`src/rtl/ram_sync_ctrl_if.sv`:
```
// ram_sync_ctrl_if: request/response bundle between a request source and ram_sync_ctrl
//   clear      master->slave  one-cycle pulse starting a clear sweep
//   req_valid  master->slave  request present
//   req_ready  slave->master  request accepted when valid & ready at clk edge
//   req_we     master->slave  1 = write, 0 = read
//   req_addr   master->slave  word address
//   req_data   master->slave  write data
//   rsp_valid  slave->master  read data valid, one cycle per accepted read
//   rsp_data   slave->master  read data, held while rsp_valid = 0
//   busy       slave->master  clear sweep in progress
interface ram_sync_ctrl_if #(
   parameter int DATA_W = 8,
   parameter int ADDR_W = 6
);
   logic              clear;
   logic              req_valid;
   logic              req_ready;
   logic              req_we;
   logic [ADDR_W-1:0] req_addr;
   logic [DATA_W-1:0] req_data;
   logic              rsp_valid;
   logic [DATA_W-1:0] rsp_data;
   logic              busy;
   modport master (
      output clear, req_valid, req_we, req_addr, req_data,
      input  req_ready, rsp_valid, rsp_data, busy
   );
   modport slave (
      input  clear, req_valid, req_we, req_addr, req_data,
      output req_ready, rsp_valid, rsp_data, busy
   );
endinterface

```
`src/rtl/ram_sync_ctrl.sv`:
```
// ram_sync_ctrl: single-port synchronous RAM with valid/ready requests, pipelined reads and a clear sweep
//   clk  in     rising-edge clock for all state
//   rst  in     asynchronous active-high reset; restarts the clear sweep from address 0
//   bus  slave  request/response bundle (see ram_sync_ctrl_if)
module ram_sync_ctrl #(
   parameter int                DATA_W    = 8,
   parameter int                ADDR_W    = 6,
   parameter int                READ_LAT  = 1,
   parameter logic [DATA_W-1:0] CLEAR_VAL = '0
) (
   input logic            clk,
   input logic            rst,
   ram_sync_ctrl_if.slave bus
);
   if (READ_LAT != 1 && READ_LAT != 2) begin : g_bad_lat
      $error("ram_sync_ctrl: READ_LAT must be 1 or 2");
   end
   typedef enum logic {CLEAR, IDLE} state_t;
   state_t            state;
   logic [ADDR_W-1:0] clr_addr;
   logic              busy_q;
   logic [1:0]        vld;
   logic [DATA_W-1:0] pipe;
   logic [DATA_W-1:0] rsp_q;
   logic [DATA_W-1:0] mem [2**ADDR_W];
   logic              ready;
   logic              acc;
   logic              rd_acc;
   // clear takes priority over a request presented in the same cycle
   assign ready         = (state == IDLE) & ~bus.clear;
   assign acc           = bus.req_valid & ready;
   assign rd_acc        = acc & ~bus.req_we;
   assign bus.req_ready = ready;
   assign bus.busy      = busy_q;
   assign bus.rsp_valid = (READ_LAT == 1) ? vld[0] : vld[1];
   assign bus.rsp_data  = rsp_q;
   always_ff @(posedge clk or posedge rst) begin
      if (rst) begin
         state    <= CLEAR;
         clr_addr <= '0;
         busy_q   <= 1'b1;
         vld      <= '0;
         pipe     <= '0;
         rsp_q    <= '0;
      end else begin
         case (state)
            CLEAR: begin
               clr_addr <= clr_addr + 1'b1;
               if (clr_addr == '1) begin
                  state  <= IDLE;
                  busy_q <= 1'b0;
               end
            end
            default: begin
               if (bus.clear) begin
                  state    <= CLEAR;
                  clr_addr <= '0;
                  busy_q   <= 1'b1;
               end
            end
         endcase
         // the read pipeline keeps running through a clear; in-flight reads complete
         vld <= {vld[0], rd_acc};
         if (rd_acc) pipe <= mem[bus.req_addr];
         if (READ_LAT == 1) begin
            if (rd_acc) rsp_q <= mem[bus.req_addr];
         end else if (vld[0]) begin
            rsp_q <= pipe;
         end
      end
   end
   // array is deliberately left unreset; the sweep initialises it
   always_ff @(posedge clk) begin
      if (busy_q) mem[clr_addr] <= CLEAR_VAL;
      else if (acc && bus.req_we) mem[bus.req_addr] <= bus.req_data;
   end
endmodule

```
`src/flat_wrapper.sv`:
```
// flat-port wrapper written by rule: the top's interface ports become plain ports
module ram_sync_ctrl_flat 
#(
   parameter int                DATA_W    = 8,
   parameter int                ADDR_W    = 6,
   parameter int                READ_LAT  = 1,
   parameter logic [DATA_W-1:0] CLEAR_VAL = '0
)
  (clk, rst, bus_clear, bus_req_valid, bus_req_we, bus_req_addr, bus_req_data, bus_req_ready, bus_rsp_valid, bus_rsp_data, bus_busy);
  ram_sync_ctrl_if #(.DATA_W(DATA_W), .ADDR_W(ADDR_W)) bus_i ();
  input logic clk;
  input logic rst;
  input wire logic [$bits(bus_i.clear)-1:0] bus_clear;
  input wire logic [$bits(bus_i.req_valid)-1:0] bus_req_valid;
  input wire logic [$bits(bus_i.req_we)-1:0] bus_req_we;
  input wire logic [$bits(bus_i.req_addr)-1:0] bus_req_addr;
  input wire logic [$bits(bus_i.req_data)-1:0] bus_req_data;
  output wire logic [$bits(bus_i.req_ready)-1:0] bus_req_ready;
  output wire logic [$bits(bus_i.rsp_valid)-1:0] bus_rsp_valid;
  output wire logic [$bits(bus_i.rsp_data)-1:0] bus_rsp_data;
  output wire logic [$bits(bus_i.busy)-1:0] bus_busy;
  assign bus_i.clear = bus_clear;
  assign bus_i.req_valid = bus_req_valid;
  assign bus_i.req_we = bus_req_we;
  assign bus_i.req_addr = bus_req_addr;
  assign bus_i.req_data = bus_req_data;
  assign bus_req_ready = bus_i.req_ready;
  assign bus_rsp_valid = bus_i.rsp_valid;
  assign bus_rsp_data = bus_i.rsp_data;
  assign bus_busy = bus_i.busy;
  ram_sync_ctrl #(.DATA_W(DATA_W), .ADDR_W(ADDR_W), .READ_LAT(READ_LAT), .CLEAR_VAL(CLEAR_VAL)) u_core (.clk(clk), .rst(rst), .bus(bus_i));
endmodule
```
`config.mk`:
```
export PLATFORM = sky130hd
export DESIGN_NAME = ram_sync_ctrl_flat
export DESIGN_NICKNAME = d
export VERILOG_FILES = /design/src/rtl/ram_sync_ctrl_if.sv /design/src/rtl/ram_sync_ctrl.sv /design/src/flat_wrapper.sv
export SDC_FILE = /design/constraint.sdc
export NUM_CORES = 1
export LEC_CHECK = 0
export CAP_MARGIN = 20
export CELL_PAD_IN_SITES_DETAIL_PLACEMENT = 1
export CELL_PAD_IN_SITES_GLOBAL_PLACEMENT = 1
export CORE_ASPECT_RATIO = 1.2
export CORE_MARGIN = 4
export CORE_UTILIZATION = 40
export DETAILED_ROUTE_END_ITERATION = 16
export GPL_TIMING_DRIVEN = 0
export PLACE_DENSITY_LB_ADDON = 0.1
export SLEW_MARGIN = 30
export SYNTH_ARGS = -nofsm -noshare
export SYNTH_HDL_FRONTEND = slang
export SYNTH_SLANG_ARGS = --single-unit
```
`constraint.sdc`:
```
create_clock -name clk -period 3.15 [get_ports clk]
set_input_delay 0.315 -clock clk [delete_from_list [all_inputs] [get_ports clk]]
set_output_delay 0.315 -clock clk [all_outputs]
set_load 0.05 [all_outputs]
```
==> reports/summary.log, run 1 <==
qor: run_status.outcome complete, but fails checks
qor: run_status.failed_checks negative setup slack
qor: sta.tightest_slew 0.9125 ns
qor: worst_setup_path.crit-reg2reg-capture u_core.mem[27][4]
qor: grt.first_global_vias 11550
qor: clocking.cts_inserted_buffers 53
qor: power.power.static_leakage 7.540 nW
qor: layout.final.fill_count 4932
qor: drt.totalWireLength 54.90 mm
qor: worst_setup_path.cp_slowest_stage_delay 0.80 ns
qor: yosys.synthesis.instances 1147
qor: yosys.mean_syn_cell_area 18.54 um2
qor: clocking.cts_root_buffer clkbuf_16
qor: worst_setup_path.worst_r2r_startpoint u_core.state
qor: drt.post-route-drc-count 0
qor: drt.drt.antenna.violating_nets 0
qor: worst_setup_path.critical_path_buf_inv_count 2
qor: sta.setup_violations 24
qor: drt.routed_wire_length_per_instance 27.64 um
qor: grt.grt_remaining_overflow 0
qor: sta.fmax 313.9 MHz
qor: placed_design.place.port_buffers 26
qor: floorplanning.die_width 218.5 um
qor: clocking.tritoncts_clock_tree built
qor: power.irDropWorstVdd 0.5763 mV
qor: yosys.synth_warnings 0
qor: grt.antenna_found_initial 2
qor: sta.finClkSkew 0.02039 ns
qor: yosys.synth_top_flop_cell edfxtp_1
qor: worst_setup_path.worst-endpoint-arrival 3.41 ns
qor: layout.layout.cell_area.non_filler 24250 um2
qor: floorplanning.boundaryPins 30
qor: yosys.syn_area 21270 um2
qor: grt.globalRouteTotalUtil 0.1957
qor: worst_setup_path.critPathKind reg2reg
qor: layout.drive_gt1_frac 0.1859
qor: clocking.post-cts-setup-buffers 0
qor: sta.final.period_utilization 1.011
qor: layout.register_area 15800 um2
qor: sta.maxSlewViolCount 0
qor: grt.grt_max_degree 61
qor: clocking.cts.clk_slew.worst_paths 0.06 ns
qor: sta.layout_setup_ws -0.03546 ns
qor: yosys.synthesized_netlist_net_count 1167
qor: floorplanning.die-height 260.6 um
qor: layout.multiInputGateArea 5015 um2
qor: drt.drt_iter0_markers 755
qor: floorplanning.number_of_core_rows 92
qor: worst_setup_path.cp_cell_sequence buf_4 > nor2b_4 > buf_6 > nand3_4 > o21ai_0 > nand2_1 > nor2_1
qor: placed_design.dpl.hpwl 36.70 mm
qor: worst_setup_path.cp-start-kind register
qor: job.timing.max_cap.violations 0
qor: floorplanning.core_region_area 52610 um2
qor: worst_setup_path.worst-path-max-fanout 9
qor: sta.rsz0062_at_grt true
qor: layout.finalCoreUtilization 0.4609
qor: sta.max_slew_margin 0.3894
qor: placed_design.globalplace.congestion 0.8387
qor: clocking.cts_htree_levels 2
qor: yosys.synth-seq-cells 529
qor: worst_setup_path.reg2regPathDepth 7
qor: clocking.cts_sinks 529
qor: worst_setup_path.critPathTopFamily simple AND/OR/NAND/NOR gates
qor: floorplanning.fp.dieArea 56940 um2
qor: worst_hold_path.worst_hold_path_type in2async
qor: layout.flow.area_growth_from_synthesis 14.00%
qor: sta.setup_total_negative_slack -0.6312 ns
qor: worst_setup_path.capturing_element_type_of_the_critical_path register
qor: sta.final.min_clock_period 3.185 ns
qor: yosys.yosys.cell_types.count 50
qor: power.power_consumption 0.01629 W
qor: worst_setup_path.req_time_crit_path 3.37 ns
qor: worst_setup_path.worst-r2r-setup-slack -0.04 ns
qor: clocking.clkLatencyLatePin 0.61 ns
qor: drt.total_iterations_of_the_first_detailed_routing_run 5
qor: clocking.max-clock-path-buffers 3
qor: power.power_per_cell_area 671.7 nW/um2
qor: yosys.postSynth.asyncResetShare 0.03214
qor: drt.dr_total_vias 10660
qor: floorplanning.initial_core_utilization 0.4043
qor: worst_setup_path.slowest_cell_on_the_critical_path nor2_1
qor: drt.via_per_inst 5.367
qor: yosys.seq_total_area_yosys 0.7429
qor: yosys.synth-edff-count 512
qor: layout.design.final.nets 1256
qor: grt.global_route_wire_length_before_repair 80.65 mm
qor: sta.hold_viol_final 0
qor: placed_design.postPlaceCellArea 22630 um2
Yosys cell counts (all sizes together), types with 2 or more instances:
cell type / number / area share
and2: 10 / 0.0029
buf: 51 / 0.019
a32oi: 4 / 0.0020
and3: 2 / 0.00059
o21ai: 8 / 0.0019
o211ai: 9 / 0.0051
a21oi: 9 / 0.0021
mux2i: 164 / 0.078
mux4: 64 / 0.068
inv: 5 / 0.00088
nand2: 47 / 0.0089
nor2: 75 / 0.013
a22oi: 69 / 0.024
o22ai: 2 / 0.00059
edfxtp: 512 / 0.72
dfrtp: 16 / 0.019
nand3b: 2 / 0.00088
clkbuf: 14 / 0.0025
nor2b: 8 / 0.0027
nand2b: 9 / 0.0026
nand3: 44 / 0.011
and4: 8 / 0.0033
mux2: 5 / 0.0028
what timing repair did:
item / 4_1_cts / 5_1_grt
setup endpoints to repair: 16 / 80
hold buffers: 0 / 0
pin swaps: 0 / 0
resized for setup: 3 / 1
sequential cells by signal, indices dropped and copies added, names as in the netlist:
signal               cells
u_core.clr_addr          6
u_core.vld               1
u_core.mem             512
u_core.bus.busy          1
u_core.state             1
u_core.bus.rsp_data      8
power by group:
group	internal (W)	leakage, nW	total (W)	switching, W
registers	0.00824	4.34	0.00844	0.000209
clock network	0.00325	0.790	0.00594	0.00269
logic	0.000590	2.41	0.00191	0.00131
total	0.0121	7.54	0.0163	0.00422
cell type report:
class	count	share of cell area
Clock buffer	70	0.05816
Sequential cell	529	0.6517
Buffer	65	0.01930
Tap cell	705	0.03638
Clock inverter	29	0.007844
Antenna cell	1	0.0001032
Multi-Input combinational cell	548	0.2068
Inverter	5	0.0007741
Timing Repair Buffer	34	0.01889
metal layers:
layer / up-vias / global-route usage / part of all wire
met3: 72 / 0.02760 / 0.029
met5: - / 0 / 0
met2: 166 / 0.3417 / 0.52
met4: 0 / 0.05356 / 0.025
li1: 4780 / - / -
met1: 5641 / 0.2578 / 0.43
cell families after synthesis:
group,after synthesis,synth area share
AOI/OAI and AO/OA,105,0.03753
DFF,529,0.7429
buffers and inverters,70,0.02288
muxes,233,0.1487
and+or+nand+nor,209,0.04736
adders and majority gates,1,0.0005882
layout by cell type (no fill, tap or decap), types with 3 or more instances in the layout:
| master | n |
|---|---|
| inv_1 | 4 |
| edfxtp_1 | 512 |
| o21ai_0 | 7 |
| and4_1 | 8 |
| clkinv_1 | 10 |
| o211ai_2 | 8 |
| buf_6 | 19 |
| buf_12 | 4 |
| a21oi_1 | 9 |
| a32oi_1 | 3 |
| clkdlybuf4s50_1 | 26 |
| a22oi_1 | 69 |
| nand2b_1 | 9 |
| nand2_1 | 42 |
| clkbuf_1 | 28 |
| and2_4 | 8 |
| clkinv_2 | 12 |
| nand3_1 | 43 |
| mux2_2 | 4 |
| buf_4 | 7 |
| clkbuf_16 | 53 |
| dfrtp_1 | 16 |
| inv_6 | 3 |
| nand2_2 | 5 |
| mux4_2 | 64 |
| nor2_2 | 4 |
| buf_16 | 5 |
| mux2i_1 | 161 |
| nor2b_1 | 7 |
| buf_2 | 21 |
| nor2_1 | 71 |
per-stage QoR:
stage	worst slack, ns	instances	hold WS [ns]
final	-0.03546	1986	0.1617
after global routing	-0.1099	1985	0.2226
after CTS	-0.0004243	1985	0.1462
after detailed placement	-0.3984	1886	0.5278
after global placement	-1.188	1878	0.5156
after floorplan	0.7257	1147	0.2403
worst max-delay path by stage:
stage,to,slack (ns),depth (start not counted),start
CTS,u_core.mem[27][4],-0.0004,7,u_core.state
finish,u_core.mem[27][4],-0.04,7,u_core.state
detailed placement,u_core.mem[35][4],-0.40,7,bus_clear
global route,u_core.mem[26][7],-0.11,7,u_core.state
floorplan,u_core.mem[0][0],0.73,7,u_core.state
global placement,u_core.mem[4][4],-1.19,7,bus_clear
Note: power is estimated with default switching activity, not from simulation.
==> run 2: changes to the inputs <==
CELL_PAD_IN_SITES_DETAIL_PLACEMENT = 0   (was 1)
SETUP_SLACK_MARGIN = 0.15   (was default)
==> run 2 against run 1 <==
The flow now finishes without violations. Register-to-register slack better by 0.12 ns. Final area is 0.84% higher. Clock skew is 0.0092 ns higher. Setup slack better by 0.12 ns. Sequential share of layout area is 0.54 points lower. Non-clock buffer count stayed put. Critical endpoint is now u_core.mem[27][1].
==> reports/summary.log, run 2 (same netlist as run 1, synthesis figures left out) <==
qor: power.seq_power_share 0.505 [-0.013]
qor: worst_setup_path.critPathKind reg2reg
qor: layout.mostFrequentLayoutCell edfxtp_1
qor: layout.flow.area_growth_from_synthesis 14.95%
qor: worst_setup_path.startpoint u_core.state
qor: drt.routed_wire_length_per_instance 26.78 um [-3.1%]
qor: worst_setup_path.capturing_element_type_of_the_critical_path register
qor: sta.final.period_utilization 0.9739 [-0.03738]
qor: worst_setup_path.critical_path_buf_inv_count 2 [unchanged]
qor: grt.antenna_found_initial 0 [-2]
qor: sta.hold-worst-slack 0.1524 ns [-0.009255 ns]
qor: layout.register_with_the_most_flip_flops u_core.mem
qor: grt.global_route_wire_length_before_repair 77.06 mm [-4.4%]
qor: drt.total_iterations_of_the_first_detailed_routing_run 4 [-1]
qor: placed_design.globalplace.congestion 0.8387 [unchanged]
qor: power.power.share.switching 0.2520 [-0.006821]
qor: floorplanning.boundaryPins 30 [unchanged]
qor: floorplanning.die_width 218.5 um [unchanged]
qor: floorplanning.number_of_core_rows 92 [unchanged]
qor: power.power.combinational.fraction 0.117 [about the same]
qor: floorplanning.initial_core_utilization 0.4043 [unchanged]
qor: clocking.max-clock-path-buffers 3 [unchanged]
qor: sta.finClkSkew 0.02958 ns [+0.009198 ns]
qor: layout.design.final.nets 1256 [unchanged]
qor: sta.tightest_slew 0.9483 ns [+0.03578 ns]
qor: run_status.outcome complete, no violations
qor: power.internal-power 0.01250 W [+3.5%]
qor: drt.post-route-drc-count 0 [unchanged]
qor: floorplanning.die-height 260.6 um [unchanged]
qor: worst_setup_path.cp_slowest_stage_delay 0.63 ns [-0.17 ns]
qor: grt.grt_remaining_overflow 0 [unchanged]
qor: power.power.share.clock 0.378 [+0.013]
qor: drt.totalWireLength 53.05 mm [-3.4%]
qor: worst_setup_path.worst-endpoint-arrival 3.30 ns [-0.11 ns]
qor: worst_setup_path.worst-path-max-fanout 9 [unchanged]
qor: layout.layout.cells.most_common_list 512 x edfxtp_1, 161 x mux2i_1, 69 x a22oi_1
qor: clocking.cts.clk_slew.worst_paths 0.06 ns [about the same]
qor: floorplanning.fp.dieArea 56940 um2 [unchanged]
qor: layout.final.fill_count 4498 [-8.8%]
qor: power.switchingPower 0.004211 W [-0.11%]
qor: sta.fmax 326.0 MHz [+3.8%]
qor: floorplanning.core_region_area 52610 um2 [unchanged]
qor: placed_design.place.port_buffers 26 [unchanged]
qor: clocking.cts_root_buffer clkbuf_16
qor: layout.number_of_flip_flops_under_the_largest_register_name 512 [unchanged]
qor: sta.hold_viol_final 0 [unchanged]
qor: clocking.clkLatencyLatePin 0.61 ns [about the same]
qor: grt.globalRouteTotalUtil 0.1885 [-0.007117]
qor: sta.final.min_clock_period 3.068 ns [-0.1178 ns]
qor: job.timing.max_cap.violations 0 [unchanged]
qor: drt.dr_total_vias 10600 [-0.53%]
qor: clocking.postCtsHoldBufs 0 [unchanged]
qor: sta.rsz0062_at_grt true
qor: placed_design.dpl.hpwl 35.29 mm [-3.8%]
qor: sta.maxSlewViolCount 0 [unchanged]
qor: worst_setup_path.cp_cell_sequence buf_4 > nor2b_4 > buf_6 > nand3_4 > o21ai_0 > nand2_1 > nor2_2
qor: grt.grt_max_degree 61 [unchanged]
qor: drt.drt.antenna.violating_nets 0 [unchanged]
qor: clocking.cts_inserted_buffers 53 [unchanged]
qor: worst_setup_path.cp-start-kind register
qor: drt.drt_iter0_markers 819 [+8.5%]
qor: layout.drive_gt1_frac 0.2108 [+0.02488]
qor: worst_setup_path.req_time_crit_path 3.38 ns [about the same]
qor: layout.n_antenna_cell 0 [-1]
qor: clocking.cts_htree_levels 2 [unchanged]
qor: power.power.static_leakage 7.579 nW [+0.52%]
qor: power.power_per_cell_area 683.5 nW/um2 [+1.7%]
qor: sta.max_slew_margin 0.3678 [-0.02161]
qor: power.irDropWorstVdd 0.4488 mV [-22%]
qor: worst_setup_path.slowest_cell_on_the_critical_path nor2_2
qor: layout.finalCoreUtilization 0.4648 [+0.003853]
qor: worst_setup_path.worst_r2r_startpoint u_core.state
qor: worst_setup_path.critPathTopFamily simple AND/OR/NAND/NOR gates
qor: grt.first_global_vias 11010 [-4.7%]
qor: clocking.cts_sinks 529 [unchanged]
qor: clocking.tritoncts_clock_tree built
qor: worst_hold_path.worst_hold_path_type in2async
qor: drt.via_per_inst 5.352 [-0.28%]
qor: sta.setup_violations 0 [-100%]
run 2: cell types whose count changed in the layout (fill, tap and decap cells not counted), sizes merged:
| cell | before | now |
|---|---|---|
| bufinv | 1 | 7 |
| clkinvlp | 1 | 3 |
| diode | 1 | 0 |
| clkinv | 23 | 19 |
| clkbuf | 84 | 79 |
| inv | 9 | 6 |
run 2: metal layers:
metal  share of wire  global-route usage  wire length [um]
met5               0                   0                 0
met4           0.031             0.06005              1632
met3           0.034             0.02702              1809
met2            0.51              0.3242             27050
met1            0.43              0.2491             22560
run 2: repair_timing:
item | CTS | global route
pin swaps | 0 | 0
buffers inserted | 0 | 0
endpoints found under the setup margin | 85 | 253
gates resized for setup | 9 | 27
run 2: final timing paths:
path                                          end  slack (ns)  cells past startpoint
max reg2reg                     u_core.mem[27][1]        0.08                      7
min reg2reg                       u_core.bus.busy        0.52                      2
max in group asynchronous  u_core.bus.rsp_data[2]        2.50                      2
max                             u_core.mem[27][1]        0.08                      7
min in group clk               u_core.clr_addr[1]        0.41                      2
min                        u_core.bus.rsp_data[7]        0.15                      2
run 2: layout make-up:
type	count	area (um2)	share of cell area
timing repair buffer	34	457.9	0.01873
tap	705	882.1	0.03608
clock buffer	65	1371	0.05609
sequential	529	15800	0.6463
buffer	65	467.9	0.01914
inverter	5	18.77	0.0007677
clock inverter	30	349.1	0.01428
multi-input combinational	548	5100	0.2086
run 2: power groups by stage:
stage                     clock network [W]  registers (W)  logic, W
final                               0.00632        0.00843   0.00195
after global placement                    0        0.00857   0.00190
after global routing                0.00676        0.00848   0.00209
after floorplan                           0        0.00860   0.00111
after CTS                           0.00644        0.00844   0.00193
after detailed placement                  0        0.00858   0.00191
run 2: stage by stage:
step / setup TNS, ns / area [um2] / worst slack, ns / std cells / power [W]
after global routing: 0 / 24450 / 0.002921 / 1981 / 0.01734
final: 0 / 24450 / 0.08229 / 1981 / 0.01671
after floorplan: 0 / 21270 / 0.7257 / 1147 / 0.009713
after detailed placement: -49.61 / 22630 / -0.3328 / 1886 / 0.01049
after global placement: -564.11 / 22410 / -1.188 / 1878 / 0.01047
after CTS: 0 / 24380 / 0.04622 / 1981 / 0.01681
==> run 3: changes to the inputs <==
ABC_AREA = 0   (was default)
CTS_BUF_LIST = sky130_fd_sc_hd__clkbuf_4   (was default)
==> run 3 against run 2 <==
Register-to-register slack about the same. Sequential cell count unchanged. Sequential power about the same. Combinational power about the same. Worst hold slack got worse by 0.0018 ns. Final cell count increased by 6.7%. Via count increased by 4.5%. Non-clock buffer count increased by 1. Final area about the same. First-iteration DRC count decreased by 12%. Core utilization about the same. Largest cell class unchanged.
==> reports/summary.log, run 3 (same netlist as run 1, synthesis figures left out) <==
qor: layout.flow.area_growth_from_synthesis 14.96% [about the same]
qor: sta.tightest_slew 1.002 ns [+0.05392 ns]
qor: sta.maxSlewViolCount 0 [unchanged]
qor: layout.drive_gt1_frac 0.2905 [+0.07967]
qor: sta.setup_total_negative_slack 0 ns [unchanged]
qor: grt.grt_remaining_overflow 0 [unchanged]
qor: worst_setup_path.worst-r2r-setup-slack 0.08 ns [about the same]
qor: power.seq_power_share 0.522 [+0.017]
qor: power.power_per_cell_area 660.8 nW/um2 [-3.3%]
qor: worst_setup_path.reg2regPathDepth 7 [unchanged]
qor: grt.grt_max_degree 61 [unchanged]
qor: drt.routed_wire_length_per_instance 25.33 um [-5.4%]
qor: worst_setup_path.worst_r2r_startpoint u_core.state
qor: power.power.share.switching 0.2612 [+0.009171]
qor: clocking.cts_sinks 529 [unchanged]
qor: worst_setup_path.startpoint u_core.state
qor: drt.total_iterations_of_the_first_detailed_routing_run 5 [+1]
qor: grt.globalRouteTotalUtil 0.1918 [+0.003255]
qor: floorplanning.core_region_area 52610 um2 [unchanged]
qor: power.power.share.clock 0.356 [-0.022]
qor: sta.hold_viol_final 0 [unchanged]
qor: clocking.tritoncts_clock_tree built
qor: worst_setup_path.cp-start-kind register
qor: layout.final-instance-count-excl-fill 2114 [+6.7%]
qor: worst_setup_path.req_time_crit_path 3.61 ns [+0.23 ns]
qor: layout.register_with_the_most_flip_flops u_core.mem
qor: drt.drt.antenna.violating_nets 0 [unchanged]
qor: power.power.static_leakage 7.746 nW [+2.2%]
qor: clocking.cts_root_buffer clkbuf_4
qor: sta.rsz0062_at_grt true
qor: layout.layout.cells.most_common_list 512 x edfxtp_1, 191 x clkbuf_4, 161 x mux2i_1
qor: drt.totalWireLength 53.54 mm [+0.92%]
qor: placed_design.postPlaceCellArea 22630 um2 [unchanged]
qor: power.power.combinational.fraction 0.122 [+0.005]
qor: power.internal-power 0.01194 W [-4.5%]
qor: clocking.post-cts-setup-buffers 0 [unchanged]
qor: drt.dr_total_vias 11080 [+4.5%]
qor: worst_setup_path.worst-path-max-fanout 9 [unchanged]
qor: sta.fmax 325.3 MHz [-0.21%]
qor: placed_design.post-place-cells 1886 [unchanged]
qor: layout.layout.cell_area.non_filler 24450 um2 [about the same]
qor: worst_hold_path.hold_start bus_clear
qor: layout.number_of_flip_flops_under_the_largest_register_name 512 [unchanged]
qor: floorplanning.boundaryPins 30 [unchanged]
qor: placed_design.dpl.hpwl 35.29 mm [unchanged]
qor: placed_design.globalplace.congestion 0.8387 [unchanged]
qor: drt.drt_iter0_markers 718 [-12%]
qor: worst_setup_path.critPathKind reg2reg
qor: clocking.cts.clk_slew.worst_paths 0.07 ns [about the same]
qor: worst_hold_path.worstHoldPathCells 2
qor: floorplanning.initial_core_utilization 0.4043 [unchanged]
qor: worst_setup_path.capturing_element_type_of_the_critical_path register
qor: sta.final.min_clock_period 3.074 ns [+0.006454 ns]
qor: clocking.cts_inserted_buffers 135 [+150%]
qor: clocking.clkLatencyLatePin 0.86 ns [+0.25 ns]
qor: layout.design.final.nets 1339 [+6.6%]
qor: sta.final.period_utilization 0.9759 [+0.002049]
qor: power.switchingPower 0.004220 W [+0.22%]
qor: floorplanning.fp.dieArea 56940 um2 [unchanged]
qor: floorplanning.die-height 260.6 um [unchanged]
qor: worst_hold_path.worst_hold_path.endpoint u_core.clr_addr[1]
qor: layout.mostFrequentLayoutCell edfxtp_1
qor: floorplanning.number_of_core_rows 92 [unchanged]
qor: floorplanning.die_width 218.5 um [unchanged]
qor: run_status.outcome complete, no violations
qor: grt.global_route_wire_length_before_repair 77.94 mm [+1.1%]
qor: job.timing.max_cap.violations 0 [unchanged]
qor: grt.antenna_found_initial 1 [+1]
qor: sta.max_slew_margin 0.3318 [-0.03595]
qor: clocking.max-clock-path-buffers 3 [unchanged]
qor: placed_design.place.port_buffers 26 [unchanged]
qor: sta.setup_violations 0 [unchanged]
qor: drt.post-route-drc-count 0 [unchanged]
qor: grt.first_global_vias 11590 [+5.3%]
qor: power.irDropWorstVdd 0.3285 mV [-27%]
qor: drt.via_per_inst 5.240 [-2.1%]
qor: worst_setup_path.worst-endpoint-arrival 3.53 ns [+0.23 ns]
qor: clocking.cts_htree_levels 4 [+2]
qor: sta.finClkSkew 0.04545 ns [+0.01586 ns]
qor: worst_hold_path.worst_hold_path_type in2reg
qor: worst_setup_path.crit-reg2reg-capture u_core.mem[35][0]
==> run 3: routing by layer <==
layer	routed length, um	global-route usage	vias up
met2	27730	0.3300	272
met5	0	0	-
met3	1964	0.03552	87
met1	22530	0.2424	5690
li1	-	-	5028
met4	1305	0.07322	0
==> run 3: worst max-delay path, stage by stage, from the launching register on <==
cell and delay (ns):
dfrtp_1 0.32, buf_4 0.14, nor2b_4 0.14, buf_6 0.14, nand3_4 0.15, o21ai_0 0.56, nand2_1 0.61, nor2_2 0.61
==> run 3: worst max path at each step <==
stage / endpoint / slack [ns] / cells past startpoint
2_1_floorplan: u_core.mem[0][0] / 0.73 / 7
3_3_place_gp: u_core.mem[4][4] / -1.19 / 7
3_5_place_dp: u_core.mem[27][4] / -0.33 / 7
4_1_cts: u_core.mem[27][2] / -0.01 / 7
5_1_grt: u_core.mem[27][1] / -0.05 / 7
6_report: u_core.mem[35][0] / 0.08 / 7
==> run 3: area by class of cell <==
| type | instances | area (um2) |
|---|---|---|
| Buffer | 65 | 467.9 |
| Antenna cell | 1 | 2.502 |
| Clock buffer | 191 | 1434 |
| Multi-Input combinational cell | 548 | 5132 |
| Timing Repair Buffer | 35 | 467.9 |
| Fill cell | 4560 | 28150 |
| Clock inverter | 35 | 244.0 |
| Sequential cell | 529 | 15800 |
| Inverter | 5 | 18.77 |
| Tap cell | 705 | 882.1 |
==> run 3: what timing repair did <==
item                       4_1_cts  5_1_grt
hold endpoints to repair        16        0
gates resized for setup          7       42
hold buffers                     1        0
setup endpoints to repair      103      309
==> run 3: power by group through the flow <==
stage	logic [W]	clock network, W	registers (W)
after detailed placement	0.00191	0	0.00858
after CTS	0.00193	0.00594	0.00844
after floorplan	0.00111	0	0.00860
final	0.00198	0.00575	0.00843
after global placement	0.00190	0	0.00857
after global routing	0.00212	0.00633	0.00848
==> run 3: through the flow <==
step,utilization,total power [W],hold slack (ns),setup WS [ns]
final,0.4648,0.01616,0.1506,0.07584
after global routing,0.4648,0.01692,0.1327,-0.05230
after CTS,0.4627,0.01630,0.06331,-0.01214
after detailed placement,0.4302,0.01049,0.5157,-0.3328
after global placement,0.4260,0.01047,0.5156,-1.188
after floorplan,-,0.009713,0.2403,0.7257
